### config.mk
export PLATFORM = sky130hd
export DESIGN_NAME = vga_driver
export DESIGN_NICKNAME = d
export VERILOG_FILES = /design/src/rtl/vga_driver.sv
export SDC_FILE = /design/constraint.sdc
export NUM_CORES = 1
export LEC_CHECK = 0
export CORE_MARGIN = 2
export CORE_UTILIZATION = 51
export DETAILED_ROUTE_END_ITERATION = 16
export PLACE_DENSITY = 0.84
export REMOVE_ABC_BUFFERS = 1
export SYNTH_ARGS = -nofsm -noshare
export SYNTH_HDL_FRONTEND = slang
export SYNTH_SLANG_ARGS = --single-unit
### constraint.sdc
create_clock -name clk_vga -period 4.45 [get_ports clk_vga]
set_clock_uncertainty 0.05 [all_clocks]
set_input_delay 0.6675 -clock clk_vga [delete_from_list [all_inputs] [get_ports clk_vga]]
set_output_delay 0.6675 -clock clk_vga [all_outputs]
set_load 0.01 [all_outputs]
### src/rtl/vga_driver.sv
// VGA timing generator with a one-clock pixel request pipeline.
// Counters, syncs, the active window and the pixel request all derive from h_cnt/v_cnt.
module vga_driver #(
    parameter logic [11:0] H_SYNC  = 12'd120,
    parameter logic [11:0] H_BACK  = 12'd64,
    parameter logic [11:0] H_DISP  = 12'd800,
    parameter logic [11:0] H_TOTAL = 12'd1040,
    parameter logic [11:0] V_SYNC  = 12'd6,
    parameter logic [11:0] V_BACK  = 12'd23,
    parameter logic [11:0] V_DISP  = 12'd600,
    parameter logic [11:0] V_TOTAL = 12'd666
) (
    input  logic        clk_vga,
    input  logic        rst_n_vga,
    input  logic [15:0] pixel_data,
    output logic        data_req,
    output logic [11:0] xpos_vga,
    output logic [11:0] ypos_vga,
    output logic        hsync_vga,
    output logic        vsync_vga,
    output logic        data_en,
    output logic [15:0] rgb_vga,
    output logic        frame_start
);

    localparam logic [11:0] H_ACT_START = H_SYNC + H_BACK;
    localparam logic [11:0] H_ACT_END   = H_ACT_START + H_DISP;
    localparam logic [11:0] H_REQ_START = H_ACT_START - 12'd1;
    localparam logic [11:0] H_REQ_END   = H_ACT_END - 12'd1;
    localparam logic [11:0] V_ACT_START = V_SYNC + V_BACK;
    localparam logic [11:0] V_ACT_END   = V_ACT_START + V_DISP;

    logic [11:0] h_cnt;
    logic [11:0] v_cnt;
    logic        h_last;
    logic        v_last;
    logic        h_active;
    logic        h_req;
    logic        v_active;

    assign h_last = (h_cnt == H_TOTAL - 12'd1);
    assign v_last = (v_cnt == V_TOTAL - 12'd1);

    // NOTE: sequential state uses non-blocking assignments so every register samples pre-edge values.
    always_ff @(posedge clk_vga or negedge rst_n_vga) begin
        if (!rst_n_vga) begin
            h_cnt       <= 12'd0;
            v_cnt       <= 12'd0;
            frame_start <= 1'b0;
        end else begin
            h_cnt       <= h_last ? 12'd0 : h_cnt + 12'd1;
            frame_start <= h_last && v_last;
            if (h_last) begin
                v_cnt <= v_last ? 12'd0 : v_cnt + 12'd1;
            end
        end
    end

    // Request window is the active window shifted one clock earlier, so the
    // registered pixel from the generator lands exactly on data_en.
    always_comb begin
        // NOTE: every output gets a default first so no latch can be inferred.
        h_active  = 1'b0;
        h_req     = 1'b0;
        v_active  = 1'b0;
        data_req  = 1'b0;
        data_en   = 1'b0;
        xpos_vga  = 12'd0;
        ypos_vga  = 12'd0;
        hsync_vga = 1'b1;
        vsync_vga = 1'b1;
        rgb_vga   = 16'd0;

        h_active = (h_cnt >= H_ACT_START) && (h_cnt < H_ACT_END);
        h_req    = (h_cnt >= H_REQ_START) && (h_cnt < H_REQ_END);
        v_active = (v_cnt >= V_ACT_START) && (v_cnt < V_ACT_END);

        hsync_vga = (h_cnt >= H_SYNC);
        vsync_vga = (v_cnt >= V_SYNC);
        data_en   = h_active && v_active;
        data_req  = h_req && v_active;

        if (data_req) begin
            xpos_vga = h_cnt - H_REQ_START;
            ypos_vga = v_cnt - V_ACT_START;
        end
        if (data_en) begin
            rgb_vga = pixel_data;
        end
    end

endmodule

**Yosys cells after proc, flatten, opt, wreduce, memory -nomap -nowiden**

Cells that the tools add are included.

- Register bits after elaboration: 25
- Input port bits: 18
- Output and inout port bits: 45
- Logic and storage cells: 28

- Add/sub/neg operators: 4
- Magnitude comparators: 8
- Equality and inequality tests: 2
- Multiplexer cells: 5
- Reduce and logical (&&, ||, !) cells: 6

Operator list:

| cell | number |
|---|---|
| 12-bit two-way mux | 4 |
| 12-bit by 10-bit less-than comparator with 1-bit output (second input constant) | 3 |
| 12-bit by 1-bit adder with 12-bit output (second input constant) | 2 |
| 12-bit by 8-bit greater-or-equal comparator with 1-bit output (second input constant) | 2 |
| 16-bit two-way mux | 1 |
| 12-bit by 10-bit == test with 1-bit output (second input constant) | 1 |
| 12-bit by 11-bit == test with 1-bit output (second input constant) | 1 |
| 12-bit by 3-bit greater-or-equal comparator with 1-bit output (second input constant) | 1 |
| 12-bit by 5-bit greater-or-equal comparator with 1-bit output (second input constant) | 1 |
| 12-bit by 7-bit greater-or-equal comparator with 1-bit output (second input constant) | 1 |
| 12-bit by 5-bit subtractor with 12-bit output (second input constant) | 1 |
| 12-bit by 8-bit subtractor with 12-bit output (second input constant) | 1 |
| 1-bit logical AND | 6 |

**Longest topological paths before layout**

Gate-level depths: netlist of the first run.

- Depth after elaboration: 4
- Mapped depth: 7
- Depth with buffers taken out: 6

**Worst setup path before layout of the first run**

OpenSTA, ideal clock, no wires.

- Path type: flip-flop to output port
- Start point: register v_cnt[0]
- End point: output port rgb_vga[10]
- Arrival: 1952 ps
- Required time: 3733 ps
- Setup slack: 1781 ps
- Cell stages (with the launch flop): 8
- Buffers on the path: 1
- Cells stage by stage: dfrtp_1 > inv_1 > ha_1 > nor2b_1 > o211ai_1 > nand2_1 > clkbuf_1 > nor4b_1

- Longest elaborated chain between the ends: 4
- Elaborated cells on any way between the ends: 5
- Those cells by class: order compare (2); mux (1); reduce/logical (2)

RTL lines:

| item | RTL line | source |
|---|---|---|
| from (decl) | 34 | `logic [11:0] v_cnt;` |
| from (signal assigned) | 54 | `v_cnt <= v_last ? 12'd0 : v_cnt + 12'd1;` |
| 12-bit by 5-bit greater-or-equal comparator with 1-bit output / 12-bit by 10-bit less-than comparator with 1-bit output (equally long branches) | 76 | `v_active = (v_cnt >= V_ACT_START) && (v_cnt < V_ACT_END);` |
| 1-bit logical AND * | 76 |  |
| 1-bit logical AND * | 80 | `data_en = h_active && v_active;` |
| 16-bit two-way mux * | 87 | `if (data_en) begin` |
| to (decl) | 22 | `output logic [15:0] rgb_vga,` |

Every way passes the cells marked *; elsewhere a longest branch is shown, timed or not.

**Worst setup path in the final report of the first run**

- Start point: register v_cnt[0]
- End point: output port rgb_vga[0]

The elaborated chain is that of the path after synthesis.

==> impl_summary.log, run 1 <==
INFO  metric timing.rr.end = v_cnt[11]
INFO  metric hpwl = around 3700 microns
INFO  metric cts_repair_resize_count = 0
INFO  metric worstHoldEndpoint = h_cnt[0]
INFO  metric floorplan.core_area = 3971 sq um
INFO  metric globalRouteTotalUtil = 23.35%
INFO  metric numCtsBuffers = 3
INFO  metric worst_ep_required_time = 3730 ps
INFO  metric floorplan.die_area = 4607 sq um
INFO  metric grt_first_pass_wirelength = 8266 microns
INFO  metric cts-root-to-sink-buffers = 2
INFO  metric grt_setup_unrepaired = no
INFO  metric fin_crit_sh = 83.06%
INFO  metric htree_levels = 1
INFO  metric asyncSetResetFlopFracSynth = 100.0%
INFO  metric wl = 5169 microns
INFO  metric cts.root.buffer_cell = sky130_fd_sc_hd__clkbuf_8
INFO  metric detailed_route_wire_length_per_cell = 15.03 microns
INFO  metric drc = 0
INFO  metric number_of_synthesized_flops_with_an_enable_pin = 0
INFO  metric outcome = finished, final reports clean
INFO  metric met2_routing_resource_usage_after_global_routing = 38.73%
INFO  metric route.detailed.vias_per_inst = 5.968
INFO  metric number_of_max_capacitance_violations_reported = 0
INFO  metric worst_r2r_path_depth = 5
INFO  metric worstSetupStartpointType = flip-flop
INFO  metric fp.dieH = 67.88 microns
INFO  metric cell_rows = 23
INFO  metric ys_warn_count = 0
INFO  metric setup_viol = 0
INFO  metric max-vdd-ir-drop = between 0.00015 and 0.0002 V
INFO  metric type_of_the_tightest_min_delay_check = reg -> reg
INFO  metric syn-instance-count = 256
INFO  metric clk_transition_reported_paths = around 90 ps
INFO  metric min_path_cells = 1
INFO  metric place_congestion = 0.8523
INFO  metric start_util = 52.39%
INFO  metric critical_path_class = reg -> out
INFO  metric drt-pass1-iter-count = 5
INFO  metric worst_r2r_startpoint = h_cnt[6]
INFO  metric postSynthAreaPerCell = ~8.1 sq um
INFO  metric chipWidth = 67.88 microns
INFO  metric synth_cell_type_count = 43
INFO  metric grt_overflow_total = 0
INFO  metric crit_path_end_kind = output pin
INFO  metric worstPathArrival = 2980 ps
INFO  metric finalMaxSlewViolations = 0
INFO  metric synthTopCellsByCount = sky130_fd_sc_hd__nor3_1, sky130_fd_sc_hd__dfrtp_1, sky130_fd_sc_hd__clkbuf_1
INFO  metric critical_path_peak_fanout = 24
INFO  metric power.density_cell_area = 144.0 nW/um^2
INFO  metric final_hold_viol_count = 0
INFO  metric antenna-diode-count = 0
INFO  metric cts.sink_count = 25
INFO  metric area_delta_synth_final = 29.65%
INFO  metric top_usage_layer = met2
INFO  metric setup_total_negative_slack = 0 ps
INFO  metric placement.io_buffers = 61
INFO  metric grt_start_max_net_pins = 26
INFO  metric hold_buffers = 0
INFO  metric synth_area = 2081 sq um
INFO  metric worst_slew_pin_slew = 1136 ps
INFO  metric slew_headroom = between 20 and 25%
INFO  metric yosysTopAreaCell = sky130_fd_sc_hd__dfrtp_1
INFO  metric hold_path.startpoint = h_cnt[0]
INFO  metric worst_skew_pair.late_latency = 280 ps
INFO  metric antenna_violating_nets_post_route = 0
INFO  metric cellLeakagePower = 1.053 nW
INFO  metric final.min_clock_period = 3696 ps
INFO  metric use_met3 = under 10%
INFO  metric number_of_antenna_violations_at_the_first_check_in_global_routing = 0
INFO  metric postSynth.topFlopCell = sky130_fd_sc_hd__dfrtp_1
INFO  metric worst_hold_slack = 481.6 ps
INFO  metric drt_first_iter_violations = 70
INFO  metric reg2reg_setup_slack = slightly above 2000 ps
INFO  metric post-synth-top-count-cell = sky130_fd_sc_hd__nor3_1
INFO  metric number_of_storage_elements_in_the_synthesis_netlist = 25
INFO  metric fmax = approximately 0.27 GHz
INFO  metric gr-usage-met1 = a little under a third
INFO  metric tritoncts = yes
INFO  metric grt_pass1_vias = roughly 1,800
INFO  metric synth-seq-area-share = 30.07%
INFO  metric post_route_cells_drive_above_1_share = 3.061%
INFO  metric ys_top_cells_by_area = sky130_fd_sc_hd__dfrtp_1, sky130_fd_sc_hd__nor4b_1, sky130_fd_sc_hd__nor3_1, sky130_fd_sc_hd__xnor2_1, sky130_fd_sc_hd__xor2_1
INFO  metric post_cts_setup_repair_buffer_count = 0
INFO  metric floorplan.io_pins = 63
INFO  metric via_count = 2,053
INFO  metric synthDominantCellAreaShare = 30.07%
INFO  metric nets = 319
[per-stage QoR]
stage / total power, mW / instances / instance area, sq um / utilization (%) / worst slack (ps)
floorplan: 0.2340 / 226 / 1946 / - / 938.7
global placement: 0.2526 / 340 / 2653 / 66.79 / 1147
detailed placement: 0.2530 / 340 / 2653 / 66.79 / 1024
CTS: 0.3923 / 344 / 2698 / 67.93 / 718.2
global route: 0.3992 / 344 / 2698 / 67.93 / 506.0
finish: 0.3885 / 344 / 2698 / 67.93 / 753.9
[layout by cell type, fill, tap and decap left out, drive strengths merged, types with 2 or more instances in the layout]
master / instances
nor2b: 4
buf: 3
nand4: 6
nor3: 28
clkbuf: 4
and3: 11
and2: 3
a31oi: 4
nor4b: 18
nor3b: 3
or4: 2
mux2i: 3
or4b: 2
ha: 6
o211ai: 2
inv: 4
nand2: 12
xor2: 13
and4b: 2
xnor2: 14
dfrtp: 25
nor2: 14
o21ai: 12
a21oi: 6
clkdlybuf4s50: 61
nand3b: 2
nor4: 5
nand3: 15
[cell type report]
type                    instances  area (sq um)
clock buffers                   4         45.04
fillers                       351          1274
inverters                       4         15.01
multi-input cells             197          1316
flip-flops and latches         25         625.6
well taps                      50         62.56
repair buffers                 64         633.1
[routing by layer]
layer	vias to the layer above	part of all wire, %	wire [microns]
met2	97	46	2374
met5	-	0	0
met4	0	1.5	79
met3	9	8.9	459
met1	942	44	2255
li1	1005	-	-
[where the power goes]
part	switching [mW]	internal, mW	total, mW	leakage [nW]
Combinational	0.00631	0.0148	0.0211	0.695
Sequential	0	0.227	0.227	0.335
Clock	0.0762	0.0643	0.140	0.0228
Total	0.0825	0.306	0.389	1.05
[logic make-up after synthesis]
group / count (synthesis) / synth area share, %
simple gates: 130 / 37.34
buf+inv: 34 / 7.215
compound gates: 30 / 8.780
xor+xnor: 27 / 11.37
flops: 25 / 30.07
fa+ha+maj: 6 / 3.608
mux: 3 / 1.443
other cells: 1 / 0.1802
[sequential cells by signal, summed over array words and instances, names as in the netlist]
| name | count |
|---|---|
| frame_start | 1 |
| h_cnt | 12 |
| v_cnt | 12 |
[worst max-delay path by stage]
| stage | from | to | slack [ps] | depth (start not counted) |
|---|---|---|---|---|
| 2_1_floorplan | v_cnt[0] | xpos_vga[7] | 940 | 6 |
| 3_3_place_gp | v_cnt[0] | rgb_vga[9] | 1150 | 8 |
| 3_5_place_dp | v_cnt[0] | rgb_vga[0] | 1020 | 7 |
| 4_1_cts | v_cnt[0] | rgb_vga[0] | 720 | 7 |
| 5_1_grt | v_cnt[0] | rgb_vga[0] | 510 | 8 |
| 6_report | v_cnt[0] | rgb_vga[0] | 750 | 8 |
[worst max-delay path, cell delays in order, from the launching register on]
cell,delay [ps]
sky130_fd_sc_hd__dfrtp_1,490
sky130_fd_sc_hd__inv_1,140
sky130_fd_sc_hd__ha_1,230
sky130_fd_sc_hd__nor2b_1,80
sky130_fd_sc_hd__o21ai_0,300
sky130_fd_sc_hd__a21oi_4,220
sky130_fd_sc_hd__buf_4,290
sky130_fd_sc_hd__nor4b_1,350
sky130_fd_sc_hd__clkdlybuf4s50_1,600
No activity file was read; power rests on OpenSTA's default activity.
==> run 2: changes to the inputs <==
Settings changed: CORE_UTILIZATION 51 to 48, PLACE_DENSITY 0.84 to 0.8.
Clock period 4.45 ns to 3.8 ns, I/O delays scaled along.
==> run 2 against run 1 <==
  * Sequential cell count stayed put
  * Core utilization decreased by 1.1 points
  * Highest routed layer unchanged
  * Cell count up 0.58%
  * Worst setup slack worse by 400 ps
  * Critical path depth is 3 lower
  * Non-clock buffer count up 2
==> impl_summary.log, run 2 (synthesized netlist as in run 1, its figures left out) <==
INFO  metric outcome = finished, final reports clean
INFO  metric combinationalPowerShare = 5.6%
INFO  metric biggestRegsByFlops = h_cnt (12), v_cnt (12), frame_start (1)
INFO  metric cell_rows = 23
INFO  metric area_delta_synth_final = 31.27%
INFO  metric chipWidth = 69.84 microns
INFO  metric max-vdd-ir-drop = 0.0001984 V
INFO  metric number_of_max_capacitance_violations_reported = 0
INFO  metric floorplan.io_pins = 63
INFO  metric hpwl = between 3000 and 4000 microns
INFO  metric critical_path_peak_fanout = 30
INFO  metric worst_ep_required_time = between 3000 and 4000 ps
INFO  metric drt_first_iter_violations = 65
INFO  metric cts.sink_count = 25
INFO  metric crit_family = simple AND/OR/NAND/NOR gates
INFO  metric final_common_cell = sky130_fd_sc_hd__clkdlybuf4s50_1
INFO  metric cp_slowest_cell = sky130_fd_sc_hd__nor4_1
INFO  metric grt_overflow_total = 0
INFO  metric worstPathBufferInverterCount = 2
INFO  metric sw_frac_of_total = 20.62%
INFO  metric power.density_cell_area = 165.1 nW/um^2
INFO  metric layout.area.seq = 625.6 sq um
INFO  metric internal_power = 0.3579 mW
INFO  metric worst_skew_pair.late_latency = roughly 270 ps
INFO  metric nets = roughly 320
INFO  metric cts_repair_resize_count = 0
INFO  metric slew_headroom = 51.59%
INFO  metric multiInputGateArea = 1319 sq um
INFO  metric fp.dieH = 69.84 microns
INFO  metric post_route_cells_drive_above_1_share = 4.392%
INFO  metric antenna-diode-count = 0
INFO  metric critical_path.cell_chain = nor4_1 > a21oi_4 > buf_12 > nor4b_1 > clkdlybuf4s50_1
INFO  metric placement.io_buffers = 61
INFO  metric worstSetupStartpointType = flip-flop
INFO  metric globalRouteTotalUtil = 21.00%
INFO  metric net-switching-power = 0.09297 mW
INFO  metric setup_total_negative_slack = 0 ps
INFO  metric fmax = ~0.29 GHz
INFO  metric fin_crit_sh = 90.75%
INFO  metric detailed_route_wire_length_per_cell = around 15 microns
INFO  metric clk_transition_reported_paths = approximately 90 ps
INFO  metric grt_setup_unrepaired = no
INFO  metric drt-pass1-iter-count = 4
INFO  metric final.min_clock_period = 3449 ps
INFO  metric slowest_stage_delay_on_critical_path = 670 ps
INFO  metric route.detailed.vias_per_inst = 5.951
INFO  metric share_clk_of_total_power = 35.4%
INFO  metric commonest_cells_after_routing_fill_and_taps_aside = sky130_fd_sc_hd__clkdlybuf4s50_1, sky130_fd_sc_hd__nor3_1, sky130_fd_sc_hd__dfrtp_1
INFO  metric cellLeakagePower = 1.064 nW
INFO  metric post_cts_setup_repair_buffer_count = 0
INFO  metric floorplan.core_area = 4086 sq um
INFO  metric cts-root-to-sink-buffers = 2
INFO  metric wl = 5086 microns
INFO  metric type_of_the_tightest_min_delay_check = reg -> reg
INFO  metric numCtsBuffers = 3
INFO  metric antenna_violating_nets_post_route = 0
INFO  metric hold_buffers = 0
INFO  metric critical_path_class = reg -> out
INFO  metric setup_viol = 0
INFO  metric via_count = 2,059
INFO  metric tritoncts = yes
INFO  metric share_seq_of_total_power = 58.9%
INFO  metric worstPathArrival = 2830 ps
INFO  metric cts.root.buffer_cell = sky130_fd_sc_hd__clkbuf_8
INFO  metric worst_slew_pin_slew = 719.5 ps
INFO  metric place_congestion = 0.8339
INFO  metric grt_start_max_net_pins = 31
INFO  metric grt_pass1_vias = 1,845
INFO  metric number_of_antenna_violations_at_the_first_check_in_global_routing = 0
INFO  metric n_fill_cell = approximately 360
INFO  metric grt_first_pass_wirelength = 8728 microns
INFO  metric crit_path_end_kind = output pin
INFO  metric floorplan.die_area = just under 5000 sq um
INFO  metric finalMaxSlewViolations = 0
INFO  metric drc = 0
INFO  metric start_util = 50.92%
INFO  metric worst_hold_slack = between 400 and 500 ps
INFO  metric htree_levels = 1
INFO  metric final_hold_viol_count = 0
## run 2: changes by cell type in the layout (fill, tap and decap cells not counted), sizes merged
| cell | previous run | this run |
|---|---|---|
| clkbuf | 4 | 3 |
| clkinvlp | 0 | 1 |
| buf | 3 | 5 |
## run 2: through the flow
stage                     instances  area (sq um)  utilization (%)  total power [mW]  setup slack (ps)
final                           346          2731            66.84            0.4509             351.3
after CTS                       346          2729            66.78            0.4560             236.0
after global routing            346          2731            66.84            0.4642             93.12
after global placement          342          2680            65.58            0.2966             641.5
after floorplan                 226          1946                -            0.2740             386.2
after detailed placement        342          2680            65.58            0.2969             541.9
## run 2: layer usage
metal  global-route usage [%]  routed length [microns]  up-vias
met4                    3.846                       31        0
li1                         -                        -     1005
met1                    29.49                     2344      978
met2                    35.03                     2377       72
met5                        0                        0        -
met3                    2.471                      332        4
## run 2: final cells by class
type | count | share of cell area [%]
inverters | 4 | 0.5497
repair buffers | 66 | 24.19
clock inverters | 1 | 0.2749
flip-flops and latches | 25 | 22.90
clock buffers | 3 | 1.512
well taps | 50 | 2.290
multi-input cells | 197 | 48.28
## run 2: worst register-to-register path, delay by kind of cell, from the launching register on
family        cells  cell delay, ps
flops             1             520
simple gates      4            1750
## run 2: power groups by stage
stage | Sequential (mW) | Combinational, mW | Clock (mW)
after floorplan | 0.271 | 0.00283 | 0
final | 0.266 | 0.0253 | 0.160
after CTS | 0.266 | 0.0260 | 0.164
after global placement | 0.271 | 0.0255 | 0
after global routing | 0.266 | 0.0279 | 0.170
after detailed placement | 0.271 | 0.0258 | 0
## run 2: final timing paths
check                      startpoint    endpoint  slack (ps)  cells after the start
setup / recovery            v_cnt[10]  rgb_vga[9]         350                      5
setup reg to reg             h_cnt[6]    v_cnt[5]        1440                      4
min in group asynchronous   rst_n_vga    h_cnt[3]         610                      2
max in group asynchronous   rst_n_vga    h_cnt[7]        2850                      2
hold / removal               h_cnt[0]    h_cnt[0]         470                      1
hold reg to reg              h_cnt[0]    h_cnt[0]         470                      1
